==> config.mk <==
export PLATFORM = sky130hd
export DESIGN_NAME = clk_en_seq
export DESIGN_NICKNAME = d
export VERILOG_FILES = /design/src/rtl/clk_en_seq.sv
export SDC_FILE = /design/constraint.sdc
export NUM_CORES = 1
export LEC_CHECK = 0
export BUFFER_PORTS_ARGS = -buffer_cell sky130_fd_sc_hd__buf_2
export CAP_MARGIN = 20
export CORE_MARGIN = 1.5
export CORE_UTILIZATION = 35
export CTS_BUF_LIST = sky130_fd_sc_hd__clkbuf_16
export DETAILED_ROUTE_END_ITERATION = 6
export PLACE_DENSITY = 0.51
export REMOVE_ABC_BUFFERS = 1
export SYNTH_ARGS = -nofsm -noshare
export SYNTH_HDL_FRONTEND = slang
export SYNTH_SLANG_ARGS = --single-unit
==> constraint.sdc <==
create_clock -name clk -period 8.2 [get_ports clk]
set_clock_uncertainty 0.1 [all_clocks]
set_input_delay 1.23 -clock clk [delete_from_list [all_inputs] [get_ports clk]]
set_output_delay 1.23 -clock clk [all_outputs]
set_load 0.03 [all_outputs]
==> src/rtl/clk_en_seq.sv <==
// PLL lock supervisor with staggered per-channel reset release and
// programmable divide/phase clock-enable strobes derived from one fast clock.
module clk_en_seq #(
  parameter int NUM_CH      = 3,
  parameter int DIV_W       = 8,
  parameter int LOCK_CYCLES = 16,
  parameter int RELEASE_GAP = 4,
  parameter int DIV_RST     = 1,
  parameter int PHASE_RST   = 0
) (
  input  logic                    clk,
  input  logic                    rst_n,
  input  logic                    pll_locked,
  input  logic                    cfg_load,
  input  logic [NUM_CH*DIV_W-1:0] div_in,
  input  logic [NUM_CH*DIV_W-1:0] phase_in,
  output logic [NUM_CH-1:0]       ce,
  output logic [NUM_CH-1:0]       rst_out_n,
  output logic                    ready
);

  localparam int NW      = NUM_CH * DIV_W;
  localparam int DBC_W   = $clog2(LOCK_CYCLES + 1);
  localparam int REL_END = NUM_CH * RELEASE_GAP;
  localparam int REL_W   = $clog2(REL_END + 1);

  localparam logic [NW-1:0] DIV_SH_RST   = {NUM_CH{DIV_W'(DIV_RST)}};
  localparam logic [NW-1:0] PHASE_SH_RST = {NUM_CH{DIV_W'(PHASE_RST)}};

  typedef enum logic [1:0] {WAIT_LOCK, RELEASE, RUN} state_t;

  function automatic logic [DIV_W-1:0] eff_div(input logic [DIV_W-1:0] d);
    return (d == '0) ? DIV_W'(1) : d;
  endfunction

  function automatic logic [DIV_W-1:0] eff_phase(input logic [DIV_W-1:0] d,
                                                 input logic [DIV_W-1:0] p);
    logic [DIV_W-1:0] de;
    de = eff_div(d);
    return (p >= de) ? de - DIV_W'(1) : p;
  endfunction

  state_t           state;
  logic             lk_p0;
  logic             lk_p1;
  logic [DBC_W-1:0] dbc;
  logic [REL_W-1:0] rel_cnt;
  logic [NW-1:0]    div_sh;
  logic [NW-1:0]    phase_sh;
  logic [DIV_W-1:0] cnt     [NUM_CH];
  logic [DIV_W-1:0] cnt_ent [NUM_CH];
  logic [DIV_W-1:0] cnt_run [NUM_CH];
  logic [NW-1:0]    div_nx;
  logic [NW-1:0]    phase_nx;

  // A load on the same edge as a reload or RUN entry uses the incoming values
  assign div_nx   = cfg_load ? div_in   : div_sh;
  assign phase_nx = cfg_load ? phase_in : phase_sh;

  always_comb begin
    for (int i = 0; i < NUM_CH; i++) begin
      cnt_ent[i] = eff_phase(div_nx[i*DIV_W +: DIV_W], phase_nx[i*DIV_W +: DIV_W]);
      cnt_run[i] = (cnt[i] == '0) ? eff_div(div_nx[i*DIV_W +: DIV_W]) - DIV_W'(1)
                                  : cnt[i] - DIV_W'(1);
    end
  end

  always_ff @(posedge clk or negedge rst_n) begin
    if (!rst_n) begin
      state     <= WAIT_LOCK;
      lk_p0     <= 1'b0;
      lk_p1     <= 1'b0;
      dbc       <= '0;
      rel_cnt   <= '0;
      div_sh    <= DIV_SH_RST;
      phase_sh  <= PHASE_SH_RST;
      ce        <= '0;
      rst_out_n <= '0;
      ready     <= 1'b0;
      for (int i = 0; i < NUM_CH; i++) cnt[i] <= '0;
    end else begin
      // stage p0 -> p1: lock synchroniser
      lk_p0 <= pll_locked;
      lk_p1 <= lk_p0;

      if (cfg_load) begin
        div_sh   <= div_in;
        phase_sh <= phase_in;
      end

      case (state)
        WAIT_LOCK: begin
          ce        <= '0;
          rst_out_n <= '0;
          ready     <= 1'b0;
          rel_cnt   <= '0;
          if (!lk_p1) begin
            dbc <= '0;
          end else if (dbc == DBC_W'(LOCK_CYCLES - 1)) begin
            state        <= RELEASE;
            dbc          <= '0;
            rst_out_n[0] <= 1'b1;
          end else if (dbc != DBC_W'(LOCK_CYCLES)) begin
            dbc <= dbc + 1'b1;
          end
        end

        RELEASE: begin
          if (!lk_p1) begin
            state     <= WAIT_LOCK;
            ce        <= '0;
            rst_out_n <= '0;
            ready     <= 1'b0;
            dbc       <= '0;
          end else begin
            rel_cnt <= rel_cnt + 1'b1;
            for (int i = 0; i < NUM_CH; i++)
              rst_out_n[i] <= (int'(rel_cnt) + 1 >= i * RELEASE_GAP);
            if (int'(rel_cnt) + 1 == REL_END) begin
              state <= RUN;
              ready <= 1'b1;
              for (int i = 0; i < NUM_CH; i++) begin
                cnt[i] <= cnt_ent[i];
                ce[i]  <= (cnt_ent[i] == '0);
              end
            end
          end
        end

        RUN: begin
          if (!lk_p1) begin
            state     <= WAIT_LOCK;
            ce        <= '0;
            rst_out_n <= '0;
            ready     <= 1'b0;
            dbc       <= '0;
          end else begin
            for (int i = 0; i < NUM_CH; i++) begin
              cnt[i] <= cnt_run[i];
              ce[i]  <= (cnt_run[i] == '0);
            end
          end
        end

        default: begin
          state     <= WAIT_LOCK;
          ce        <= '0;
          rst_out_n <= '0;
          ready     <= 1'b0;
          dbc       <= '0;
        end
      endcase
    end
  end

endmodule

==> metrics.md <==
| Metric | Value |
|---|---|
| Outcome | `finished, final reports clean` |
| Largest net degree at the start of global routing | `a little under 70` |
| Max VDD drop | `0.120 mV` |
| Fmax | `about 200 MHz` |
| Internal power | `~0.0011 W` |
| Ys flop type | `dfrtp_1` |
| Placer Congestion | `roughly 0.84` |
| Num ports | `just under 60` |
| Layout net count | `between 800 and 900` |
| Yosys reg bits | `92` |
| Port Buffers | `58` |
| Sink Count | `slightly above 90` |
| DRT Pass-1 Iters | `5` |
| Worst-path clk slew | `~0.070 ns` |
| Sequential area share after synthesis | `0.369` |
| Sequential Power Share | `0.354` |
| CTS max path bufs | `2` |
| ANT nets after route | `0` |
| Pwr dens | `between 200 and 300 nW/µm²` |
| Drt drc | `0` |
| Pre-CTS WS | `about 2.8 ns` |
| Wire length per cell | `15.7 µm` |
| Switch Pwr | `0.000716 W` |
| Post-cts sizing count | `0` |
| Vias per inst | `5.16` |
| First-pass GRT wire length | `25.4 mm` |
| Sw Share | `0.393` |
| Synth cell types | `70` |
| Crit path time final | `between 4 and 5 ns` |
| DP Area | `6720 µm²` |
| Critical Path Source Type | `primary input` |
| Synthesized area per cell | `8.96 µm²` |
| Logic pwr share | `0.404` |
| Final worst path period share | `0.606` |
| Mapped cell area | `about 6300 µm²` |
| FFs w/ async S/R, synth | `1.00` |
| Final hold violation count | `0` |
| Final setup TNS | `0 ns` |
| CP required | `approximately 8.4 ns` |
| H-Tree Depth | `3` |
| Slew headroom | `0.297` |
| # Post-CTS Setup Buffers | `0` |
| HPWL after detailed placement | `roughly 11 mm` |
| Fin util | `0.404` |
| CTS root buffer | `clkbuf_16` |
| Worst-Skew Late Latency | `approximately 0.35 ns` |
| Area grow syn2layout | `12.3%` |
| Share of layout cells above drive strength 1 | `0.153` |
| Crit path max fanout | `38` |
| CP Class | `in2reg` |
| Drt initial violations | `between 200 and 300` |
| P_leak | `approximately 3.2 nW` |
| # setup viols final | `0` |
| Initial Utilization | `0.360` |
| Die Wd | `between 100 and 150 µm` |
| Die Y | `around 140 µm` |
| Yosys warning count | `0` |
| Gr usage total | `0.172` |
| MaxCap Viol Count | `0` |
| CP arrival | `between 5 and 6 ns` |
| Post-Syn Instances | `approximately 700` |
| Finished Cell Area | `around 7000 µm²` |
| Clock network power share | `0.243` |
| Hold WC Path Type | `reg2reg` |
| Unrepaired setup endpoints after global routing | `no` |
| Tightest Pin Transition | `between 1 and 1.5 ns` |
| Number of synthesized flops with an enable pin | `0` |
| Initial antenna violation count | `0` |
| # hold bufs at CTS | `0` |
| Core Region | `roughly 17000 µm²` |
| Row cnt | `48` |
| Vias | `5027` |
| DRT Wirelength | `~15 mm` |
| Ant. Diodes | `0` |
| Clock buffer count from CTS | `9` |
| Max-slew violations | `0` |
| GRT overflow | `0` |
| Setup ws final | `3.23 ns` |
| Number of global-route vias before repair | `5083` |
| CP endpoint kind | `flop` |
| CTS tree | `done` |
| Die area | `about 19000 µm²` |
==> final cells by class <==
class	instances	area [µm²]
clock buffers	9	225
fillers	1740	10300
repair buffers	62	325
multi-input cells	521	3580
well taps	225	282
flip-flops and latches	92	2310
inverters	59	221
clock inverters	7	78.8
==> power by group through the flow <==
stage	Clock [W]	Combinational, W	Sequential, W
finish	0.000442	0.000735	0.000644
CTS	0.000457	0.000738	0.000644
global placement	0	0.000726	0.000649
global route	0.000477	0.000837	0.000662
detailed placement	0	0.000735	0.000652
floorplan	0	0.000546	0.000635
==> cells in the mapped netlist (3+ instances only) <==
cell / n / share of area
inv_1: 55 / 0.033
dfrtp_1: 89 / 0.36
nor2b_1: 9 / 0.0090
a211oi_1: 8 / 0.0096
buf_2: 5 / 0.0040
dfstp_2: 3 / 0.013
mux2i_1: 44 / 0.070
nor4b_1: 3 / 0.0042
and3_1: 3 / 0.0030
nand3_1: 12 / 0.0096
nor4_1: 8 / 0.0080
clkbuf_1: 13 / 0.0078
nor2_1: 62 / 0.037
nor3b_1: 4 / 0.0048
o31ai_1: 4 / 0.0048
o2111ai_1: 4 / 0.0056
a21o_1: 6 / 0.0072
nor3_1: 21 / 0.017
mux2_2: 24 / 0.043
buf_6: 4 / 0.0072
ha_1: 38 / 0.076
o21ai_1: 4 / 0.0032
a21oi_1: 48 / 0.038
o21ai_0: 50 / 0.040
xor2_1: 9 / 0.013
nand2b_1: 4 / 0.0040
a221oi_1: 4 / 0.0056
nand4_1: 7 / 0.0070
xnor2_1: 24 / 0.034
nand2_1: 73 / 0.044
a22o_1: 4 / 0.0056
o31a_1: 3 / 0.0042
==> sequential cells by signal (all words and copies together) (netlist names) <==
name and count:
cnt 24, lk_p0 1, phase_sh 24, ce 3, div_sh 24, rel_cnt 4, state 2, rst_out_n 3
ready 1, dbc 5, lk_p1 1
==> worst max-delay path, stage by stage <==
cell	delay (ns)
buf_4	0.37
buf_4	0.56
mux2_2	0.43
inv_1	0.06
ha_1	0.21
nand2b_1	0.14
a21o_1	0.17
a211o_1	0.28
a21oi_1	0.78
mux2i_1	0.34
o2111ai_1	0.16
o31ai_1	0.27
a31o_1	0.13
==> cell families after synthesis <==
kind of cell / synth area share
compound gates: 0.159
buf+inv: 0.0580
mux: 0.118
flops: 0.369
simple gates: 0.174
fa+ha+maj: 0.0761
xor+xnor: 0.0462
==> routing by layer <==
layer  track usage  routed length [µm]  part of all wire  vias to the layer above
met5             0                   0                 0                        -
met4        0.0638                 231             0.015                        0
met1         0.229                7280              0.48                     2380
li1              -                   -                 -                     2548
met3        0.0241                 506             0.033                       17
met2         0.283                7260              0.48                       82
==> layout by cell type (no fill, tap or decap), drive strengths merged, types with 3 or more instances in the layout <==
master and instances:
a211oi 9, a21o 6, a21oi 48, a221oi 4
a22o 5, and3 3, buf 62, clkbuf 9
clkinv 3, dfrtp 89, dfstp 3, ha 38
inv 61, mux2 24, mux2i 46, nand2 73
nand2b 4, nand3 12, nand3b 3, nand4 7
nor2 62, nor2b 9, nor3 23, nor3b 5
nor4 8, nor4b 4, o2111ai 4, o21ai 54
o31a 3, o31ai 5, xnor2 24, xor2 9
==> final timing paths <==
path | from | end | slack (ns) | depth (start not counted)
hold / removal | lk_p0 | lk_p1 | 0.26 | 0
min in group asynchronous | rst_n | dbc[2] | 0.69 | 1
max in group asynchronous | rst_n | div_sh[22] | 6.11 | 2
setup / recovery | cfg_load | ce[0] | 3.23 | 13
setup reg to reg | div_sh[2] | ce[0] | 4.32 | 13
hold reg to reg | lk_p0 | lk_p1 | 0.26 | 0
==> metrics by stage <==
step	power (W)	instances	hold slack (ns)
after floorplan	0.00118	672	0.231
after global placement	0.00138	959	0.236
after CTS	0.00184	975	0.261
final	0.00182	975	0.255
after global routing	0.00198	975	0.276
after detailed placement	0.00139	959	0.246
(Power assumes the default switching activity.)
